--- config.mk ---
export PLATFORM = sky130hd
export DESIGN_NAME = load_store_unit_flat
export DESIGN_NICKNAME = d
export VERILOG_FILES = /design/src/rtl/load_store_unit_if.sv /design/src/rtl/load_store_unit.sv /design/src/flat_wrapper.sv
export SDC_FILE = /design/constraint.sdc
export NUM_CORES = 1
export LEC_CHECK = 0
export ABC_AREA = 1
export CAP_MARGIN = 10
export CORE_ASPECT_RATIO = 0.8
export CORE_UTILIZATION = 50
export DETAILED_ROUTE_END_ITERATION = 8
export PLACE_DENSITY_LB_ADDON = 0.25
export SLEW_MARGIN = 40
export SYNTH_ARGS = -nofsm -noshare
export SYNTH_HDL_FRONTEND = slang
export SYNTH_SLANG_ARGS = --single-unit
--- constraint.sdc ---
create_clock -name clk -period 10.4 [get_ports clk]
set_clock_uncertainty 0.2 [all_clocks]
set_input_delay 2.08 -clock clk [delete_from_list [all_inputs] [get_ports clk]]
set_output_delay 2.08 -clock clk [all_outputs]
set_load 0.01 [all_outputs]
--- src/rtl/load_store_unit_if.sv ---
// Datapath/memory-side signal bundle for load_store_unit.
// slave = the LSU itself; master = datapath plus data memory.
interface load_store_unit_if;
  logic        req;
  logic        we;
  logic [1:0]  size;
  logic        sign;
  logic [31:0] addr;
  logic [31:0] wdata;
  logic [31:0] rdata;
  logic        ack;
  logic        fault;
  logic        busy;
  logic        mem_we;
  logic [31:0] mem_a;
  logic [31:0] mem_wd;
  logic [31:0] mem_rd;

  modport slave (
    input  req, we, size, sign, addr, wdata, mem_rd,
    output rdata, ack, fault, busy, mem_we, mem_a, mem_wd
  );

  modport master (
    output req, we, size, sign, addr, wdata, mem_rd,
    input  rdata, ack, fault, busy, mem_we, mem_a, mem_wd
  );
endinterface

--- src/rtl/load_store_unit.sv ---
// Byte/half/word load-store unit over a word-indexed memory, with RMW for sub-word stores.
// LSU_ALIGN_CHECK_EN: reject misaligned/out-of-range accesses instead of force-aligning/wrapping.
module load_store_unit #(
  parameter int unsigned MEM_WORDS = 64
) (
  input  logic              clk,
  input  logic              reset,
  load_store_unit_if.slave  bus
);

  typedef enum logic [2:0] {
    S_IDLE, S_RD, S_RMW, S_WR, S_ERR, S_ACK
  } state_t;

  state_t      state_q, state_d;
  logic        sign_q;
  logic [1:0]  size_q;
  logic [1:0]  off_q;
  logic [29:0] widx_q;
  logic [31:0] wdata_q;
  logic [31:0] merge_q;
  logic [31:0] rdata_q;

  logic [1:0]  acc_size;
  logic [1:0]  acc_off;
  logic [29:0] acc_idx;
  logic        acc_fault;
  logic        accept;

  assign accept = (state_q == S_IDLE) && bus.req;

`ifdef LSU_ALIGN_CHECK_EN
  always_comb begin
    acc_size  = bus.size;
    acc_off   = bus.addr[1:0];
    acc_idx   = bus.addr[31:2];
    acc_fault = (bus.size == 2'b11)
             || ((bus.size == 2'b01) && bus.addr[0])
             || ((bus.size == 2'b10) && (bus.addr[1:0] != 2'b00))
             || ({2'b00, bus.addr[31:2]} >= MEM_WORDS);
  end
`else
  localparam logic [29:0] IDX_MOD = 30'(MEM_WORDS);

  // Illegal size degrades to word; offsets are forced to the access's natural alignment.
  always_comb begin
    acc_size  = (bus.size == 2'b11) ? 2'b10 : bus.size;
    acc_off   = 2'b00;
    case (acc_size)
      2'b00:   acc_off = bus.addr[1:0];
      2'b01:   acc_off = {bus.addr[1], 1'b0};
      default: acc_off = 2'b00;
    endcase
    acc_idx   = bus.addr[31:2] % IDX_MOD;
    acc_fault = 1'b0;
  end
`endif

  logic [7:0]  rd_byte;
  logic [15:0] rd_half;
  logic [31:0] load_val;
  logic [31:0] merge_val;

  always_comb begin
    rd_byte  = bus.mem_rd[{off_q, 3'b000} +: 8];
    rd_half  = off_q[1] ? bus.mem_rd[31:16] : bus.mem_rd[15:0];
    load_val = bus.mem_rd;
    case (size_q)
      2'b00:   load_val = {{24{sign_q & rd_byte[7]}}, rd_byte};
      2'b01:   load_val = {{16{sign_q & rd_half[15]}}, rd_half};
      default: load_val = bus.mem_rd;
    endcase
    merge_val = bus.mem_rd;
    if (size_q == 2'b00) merge_val[{off_q, 3'b000} +: 8] = wdata_q[7:0];
    else                 merge_val[{off_q[1], 4'b0000} +: 16] = wdata_q[15:0];
  end

  always_comb begin
    state_d = state_q;
    case (state_q)
      S_IDLE: begin
        if (bus.req) begin
          if (acc_fault)              state_d = S_ERR;
          else if (!bus.we)           state_d = S_RD;
          else if (acc_size == 2'b10) state_d = S_WR;
          else                        state_d = S_RMW;
        end
      end
      S_RD:    state_d = S_ACK;
      S_RMW:   state_d = S_WR;
      S_WR:    state_d = S_ACK;
      S_ERR:   state_d = S_ACK;
      S_ACK:   state_d = S_IDLE;
      default: state_d = S_IDLE;
    endcase
  end

  // Memory strobes decode straight from state so reset kills mem_we without waiting for an edge.
  always_comb begin
    bus.busy   = (state_q != S_IDLE);
    bus.ack    = (state_q == S_ACK);
    bus.mem_we = (state_q == S_WR);
    bus.mem_a  = '0;
    bus.mem_wd = '0;
    if ((state_q == S_RD) || (state_q == S_RMW) || (state_q == S_WR))
      bus.mem_a = {2'b00, widx_q};
    if (state_q == S_WR)
      bus.mem_wd = (size_q == 2'b10) ? wdata_q : merge_q;
    bus.rdata  = rdata_q;
  end

  always_ff @(posedge clk or posedge reset) begin
    if (reset) begin
      state_q <= S_IDLE;
      sign_q  <= 1'b0;
      size_q  <= '0;
      off_q   <= '0;
      widx_q  <= '0;
      wdata_q <= '0;
      merge_q <= '0;
      rdata_q <= '0;
    end else begin
      state_q <= state_d;
      if (accept) begin
        sign_q  <= bus.sign;
        size_q  <= acc_size;
        off_q   <= acc_off;
        widx_q  <= acc_idx;
        wdata_q <= bus.wdata;
      end
      if (state_q == S_RD)  rdata_q <= load_val;
      if (state_q == S_RMW) merge_q <= merge_val;
    end
  end

`ifdef LSU_ALIGN_CHECK_EN
  logic fault_q;

  always_ff @(posedge clk or posedge reset) begin
    if (reset)                 fault_q <= 1'b0;
    else if (accept)           fault_q <= 1'b0;
    else if (state_q == S_ERR) fault_q <= 1'b1;
  end

  assign bus.fault = fault_q;
`else
  assign bus.fault = 1'b0;
`endif

endmodule
--- src/flat_wrapper.sv ---
// flat-port wrapper written by rule: the top's interface ports become plain ports
module load_store_unit_flat 
#(
  parameter int unsigned MEM_WORDS = 64
)
  (clk, reset, bus_req, bus_we, bus_size, bus_sign, bus_addr, bus_wdata, bus_mem_rd, bus_rdata, bus_ack, bus_fault, bus_busy, bus_mem_we, bus_mem_a, bus_mem_wd);
  load_store_unit_if bus_i ();
  input  logic clk;
  input  logic reset;
  input wire logic [$bits(bus_i.req)-1:0] bus_req;
  input wire logic [$bits(bus_i.we)-1:0] bus_we;
  input wire logic [$bits(bus_i.size)-1:0] bus_size;
  input wire logic [$bits(bus_i.sign)-1:0] bus_sign;
  input wire logic [$bits(bus_i.addr)-1:0] bus_addr;
  input wire logic [$bits(bus_i.wdata)-1:0] bus_wdata;
  input wire logic [$bits(bus_i.mem_rd)-1:0] bus_mem_rd;
  output wire logic [$bits(bus_i.rdata)-1:0] bus_rdata;
  output wire logic [$bits(bus_i.ack)-1:0] bus_ack;
  output wire logic [$bits(bus_i.fault)-1:0] bus_fault;
  output wire logic [$bits(bus_i.busy)-1:0] bus_busy;
  output wire logic [$bits(bus_i.mem_we)-1:0] bus_mem_we;
  output wire logic [$bits(bus_i.mem_a)-1:0] bus_mem_a;
  output wire logic [$bits(bus_i.mem_wd)-1:0] bus_mem_wd;
  assign bus_i.req = bus_req;
  assign bus_i.we = bus_we;
  assign bus_i.size = bus_size;
  assign bus_i.sign = bus_sign;
  assign bus_i.addr = bus_addr;
  assign bus_i.wdata = bus_wdata;
  assign bus_i.mem_rd = bus_mem_rd;
  assign bus_rdata = bus_i.rdata;
  assign bus_ack = bus_i.ack;
  assign bus_fault = bus_i.fault;
  assign bus_busy = bus_i.busy;
  assign bus_mem_we = bus_i.mem_we;
  assign bus_mem_a = bus_i.mem_a;
  assign bus_mem_wd = bus_i.mem_wd;
  load_store_unit #(.MEM_WORDS(MEM_WORDS)) u_core (.clk(clk), .reset(reset), .bus(bus_i));
endmodule
=== Yosys cells after proc, flatten, opt, wreduce, memory -nomap -nowiden ===
Cells that the tools add are included.
Widths: inputs -> output; s select.

* Bits in registers: 110
* Bits in latches: 0
* RAM bits: 0
* Memory bits (read-only): 0
* Input port bits: 103
* Memories: 0

* Add/sub/neg operators: 2
* Multiply operators: 0
* Div/mod/pow operators: 0
* Magnitude comparators: 0
* Equal/unequal tests: 11
* Shift-type cells: 5
* Muxes and demuxes: 14
* Bitwise logic cells: 2
* Reduce and logical (&&, ||, !) cells: 8

{| class="wikitable"
|+ Operators with widths
! operator !! number
|-
| $mux 32 || 3
|-
| $bwmux 32 || 2
|-
| $pmux 32 s2 || 1
|-
| $shift 16x7->32 const A || 1
|-
| $shift 8x7->32 const A || 1
|-
| $shiftx 16x7->32 || 1
|-
| $shiftx 32x6->8 || 1
|-
| $shiftx 8x7->32 || 1
|-
| $mux 16 || 1
|-
| $neg 5->7 || 2
|-
| $pmux 3 s3 || 1
|-
| $eq 2x2->1 const B || 3
|-
| $eq 3x2->1 const B || 2
|-
| $eq 3x3->1 const B || 2
|-
| $mux 3 || 2
|-
| $mux 6 || 1
|-
| $eq 2x1->1 const B || 2
|-
| $logic_not 2->1 || 2
|-
| $pmux 2 s2 || 1
|-
| $eq 3x1->1 const B || 1
|-
| $logic_not 3->1 || 1
|-
| $reduce_bool 3->1 || 1
|-
| $reduce_or 3->1 || 1
|-
| $and 1x1->1 || 2
|-
| other kinds (5) || 6
|}

=== Depth between registers and ports, before layout ===
* Depth after elaboration: 7
* Gate-level depth with buffers: 10

=== Worst setup path before layout ===
No wires, ideal clock.

* Path type: reg-to-output
* Start: register u_core.size_q[1]
* End: output bus_mem_wd[19]
* Arrival time: 1.276 ns
* Data required time: 8.120 ns
* Path slack: 6.844 ns
* Stages on the path, launching flop included: 9
* Cell sequence: dfrtp_1 -> buf_6 -> inv_2 -> nor2_2 -> inv_2 -> buf_2 -> buf_2 -> nand2_1 -> a21oi_1

* Cells in the longest elaborated chain, start to end: 3

{| class="wikitable"
|+ Ends and longest elaborated chain
! what !! RTL line !! RTL
|-
| from (decl) || load_store_unit.sv:17 || <nowiki>logic [1:0] size_q;</nowiki>
|-
| from (signal assigned) || load_store_unit.sv:126 || <nowiki>size_q <= acc_size;</nowiki>
|-
| $eq 2x2->1 || load_store_unit.sv:108 || <nowiki>bus.mem_wd = (size_q == 2'b10) ? wdata_q : merge_q;</nowiki>
|-
| $mux 32 || load_store_unit.sv:108 ||
|-
| $mux 32 || load_store_unit.sv:107 || <nowiki>if (state_q == S_WR)</nowiki>
|-
| to (decl) || flat_wrapper.sv:23 || <nowiki>output wire logic [$bits(bus_i.mem_wd)-1:0] bus_mem_wd;</nowiki>
|}

Every way passes these cells.

=== Worst setup path in the final report ===
* Start: register u_core.state_q[0]
* End: output bus_mem_wd[6]

* Cells in the longest elaborated chain, start to end: 2

{| class="wikitable"
|+ Ends and longest elaborated chain
! what !! RTL line !! RTL
|-
| from (decl) || load_store_unit.sv:15 || <nowiki>state_t state_q, state_d;</nowiki>
|-
| from (signal assigned) || load_store_unit.sv:123 || <nowiki>state_q <= state_d;</nowiki>
|-
| $eq 3x2->1 || load_store_unit.sv:107 ||
|-
| $mux 32 || load_store_unit.sv:107 ||
|}

Every way passes these cells.

==> impl_metrics.py <==
metrics = {
    "run_status": {
        "outcome": "finished, final reports clean",
    },
    "clock_network": {
        "gates_resized_cts_repair": 0,
        "cts_inserted_buffers": 9,
        "worst_skew_pair.late_latency_ps": 360,
        "cts_hold_repair.buffers": 0,
        "ctsRootBufferMaster": "clkbuf_16",
        "cts-htree-levels": 3,
        "cts_tree": "yes",
        "cts.clk_slew.worst_paths_ps": 80,
        "cts_num_sinks": 110,
        "cts.path.max_buffers": 2,
        "post_cts_buffers": 0,
    },
    "synthesis": {
        "synth_area_mm2": 0.00670,
        "netlist_instances": 951,
        "synth_edf_count": 0,
        "post_synth_num_cell_types": 34,
        "synth_top_cell_by_area": "dfrtp_1",
        "ys_async_sr_fraction_pct": 100,
        "synthTopCellsByArea": "dfrtp_1 (41%), nand2_1 (18%), o21ai_0 (7.5%)",
        "yosys_register_bits": 110,
        "avgSynthCellArea_um2": 7.04,
        "synth_sequential_area_ratio_pct": 41.1,
        "synthesis.yosys.warnings": 0,
        "yosysTopAreaCellShare_pct": 41.1,
        "synthFlopType": "dfrtp_1",
    },
    "die": {
        "design.core.area_mm2": 0.0130,
        "die_w_um": 131,
        "design.portCount": 203,
        "initial_utilization_pct": 51.7,
        "die_h_um": 106,
        "die_area_mm2": 0.0139,
        "fp-row-count": 37,
    },
    "critical_path": {
        "setup.worst_path.class": "register to output port",
        "r2r.worst_path.cells": 8,
        "regToRegEndpoint": "u_core.merge_q[15]$_DFFE_PP0P_",
        "critical_path_required_ps": 8120,
        "timing.critical_path.fanout_max": 23,
        "setup.worst_path.start": "u_core.state_q[0]$_DFFE_PP0P_",
        "critical_path.cell_chain": "inv_1 > nor3_1 > buf_4 > clkinv_1 > a21oi_1 > clkdlybuf4s50_1",
        "endpoint_kind": "output port",
        "cp_slowest_stage_delay_ps": 620,
        "worst-r2r-setup-slack_ps": 7630,
        "r2r-start": "u_core.off_q[1]$_DFFE_PP0P_",
        "worst_setup_path_start_kind": "register",
        "timing.critical_path.arrival_ps": 3060,
        "worst_path_cell_with_the_longest_stage_delay": "clkdlybuf4s50_1",
    },
    "cells_and_area": {
        "fin_util_pct": 64.8,
        "n_antenna_cell": 0,
        "final_nets": 1172,
        "drive_gt1_share_pct": 6.17,
        "most-common-layout-cells": "nand2_1 (329), clkdlybuf4s50_1 (151), dfrtp_1 (110), o21ai_0 (101), a21oi_1 (89)",
        "flow.area_growth_from_synthesis_pct": 25.4,
        "layout.cells.most_common": "nand2_1",
        "stdcell_area_mm2": 0.00839,
    },
    "hold_path": {
        "min_delay_worst_endpoint": "u_core.wdata_q[30]$_DFFE_PP0P_",
        "worst_hold_startpoint": "u_core.wdata_q[30]$_DFFE_PP0P_",
        "worst_hold_path_type": "register to register",
        "timing.hold.worst_path_depth": 2,
    },
    "global_routing": {
        "grt_pass1_vias": 5909,
        "grt_first_pass_wirelength_um": 30600,
        "grt_overflow": 0,
        "global_route.usage.total_pct": 27.9,
        "maximum_number_of_pins_on_one_net_before_global_route_repair": 59,
        "antenna_found_initial": 0,
    },
    "timing": {
        "min_period_over_period_pct": 51.4,
        "worst-slew-pin-transition_ps": 746,
        "min_clock_period_post_route_ps": 5340,
        "report.final.setup_viol": 0,
        "hold_slack_ps": 276,
        "report.final.hold_viol_count": 0,
        "setup_total_negative_slack_ps": 0,
        "fmax_mhz": 187,
        "grt_setup_unrepaired": "false",
        "max-slew-margin-rel_pct": 49.7,
        "timing_max_transition_violations_final": 0,
    },
    "pwr": {
        "vdd_ir_drop_max_mv": 0.156,
        "power_density_mw_per_mm2": 272,
        "leakage_power_summed_over_all_cells_nw": 3.91,
    },
    "detailed_routing": {
        "postRouteWirelength_um": 19100,
        "first_pass_iters": 8,
        "routed-via-count": 6570,
        "routedWlPerCell_um": 15.3,
        "antenna_violating_nets_post_route": 0,
        "drt-initial-drc-count": 671,
        "via_per_inst": 5.28,
        "post-route-drc-count": 0,
    },
    "place": {
        "post_dp_cell_area_mm2": 0.00811,
        "gp_congestion": 0.913,
        "portBuffers": 151,
        "place_hpwl_um": 13300,
    },
    "flow_run": {
        "max_cap_violations": 0,
    },
}
-- routing by layer --
| metal | wire (um) | vias to the layer above | global-route usage, % |
|---|---|---|---|
| met5 | 0 | - | 0 |
| met4 | 291 | 0 | 7.89 |
| met3 | 1770 | 26 | 6.30 |
| met2 | 8640 | 277 | 43.5 |
| met1 | 8390 | 3036 | 39.1 |
| li1 | - | 3231 | - |
-- worst max-delay path, delay by kind of cell, from the launching register on --
family | cells | cell delay (ps)
flops | 1 | 440
simple gates | 1 | 190
buf+inv | 4 | 1550
compound gates | 1 | 520
-- synthesized netlist by cell type, types with 15 or more instances --
cell type  count
o21ai_0      101
clkbuf_1      18
buf_2         32
a21oi_1       89
dfrtp_1      110
inv_1         76
buf_4         29
nand2_1      329
o211ai_1      23
or2_2         15
nand3_1       43
nor2_1        28
-- worst max-delay path by stage --
stage | endpoint | slack (ps) | depth (start not counted)
6_report | bus_mem_wd[6] | 5060 | 6
5_1_grt | bus_mem_wd[6] | 4850 | 6
4_1_cts | bus_mem_wd[8] | 5480 | 7
3_5_place_dp | bus_mem_wd[8] | 5860 | 7
3_3_place_gp | bus_mem_wd[8] | 5940 | 7
2_1_floorplan | u_core.bus.rdata[0]$_DFFE_PP0P_ | 5220 | 1
-- power breakdown --
group / leakage (nW) / switching (mW) / internal (mW)
registers: 1.29 / 0.152 / 0.635
clock network: 0.132 / 0.170 / 0.167
logic: 2.49 / 0.703 / 0.458
total: 3.91 / 1.03 / 1.26
-- kinds of logic (layout without fill, tap and decap cells) --
kind of cell / count (synthesis) / count (layout) / share of synthesized area [%]
AND/OR/NAND/NOR: 438 / 438 / 27.2
adder cells (fa/ha/maj): 5 / 5 / 0.934
other: 1 / 27 / 0.0560
flip-flops: 110 / 110 / 41.1
AO/OA/AOI/OAI: 231 / 231 / 18.8
buffers and inverters: 166 / 258 / 11.9
-- state kept, by name (all words and copies together), names as in the netlist --
signal / cells
u_core.sign_q: 1
u_core.state_q: 3
u_core.bus.rdata: 32
u_core.merge_q: 32
u_core.widx_q: 6
u_core.size_q: 2
u_core.wdata_q: 32
u_core.off_q: 2
-- per-stage QoR --
| step | setup WS [ps] | power (mW) | std cells |
|---|---|---|---|
| 6_report | 5060 | 2.28 | 1244 |
| 5_1_grt | 4850 | 2.47 | 1244 |
| 4_1_cts | 5480 | 2.28 | 1244 |
| 3_5_place_dp | 5860 | 1.94 | 1228 |
| 3_3_place_gp | 5940 | 1.90 | 1228 |
| 2_1_floorplan | 5220 | 1.58 | 977 |
-- area by class of cell --
| cell class | count | area (um2) |
|---|---|---|
| Clock buffer | 10 | 229 |
| Clock inverter | 6 | 52.6 |
| Fill cell | 1204 | 4570 |
| Inverter | 83 | 314 |
| Multi-Input combinational cell | 701 | 3260 |
| Sequential cell | 110 | 2750 |
| Tap cell | 175 | 219 |
| Timing Repair Buffer | 159 | 1570 |
Power figures use the tool's default switching activity.
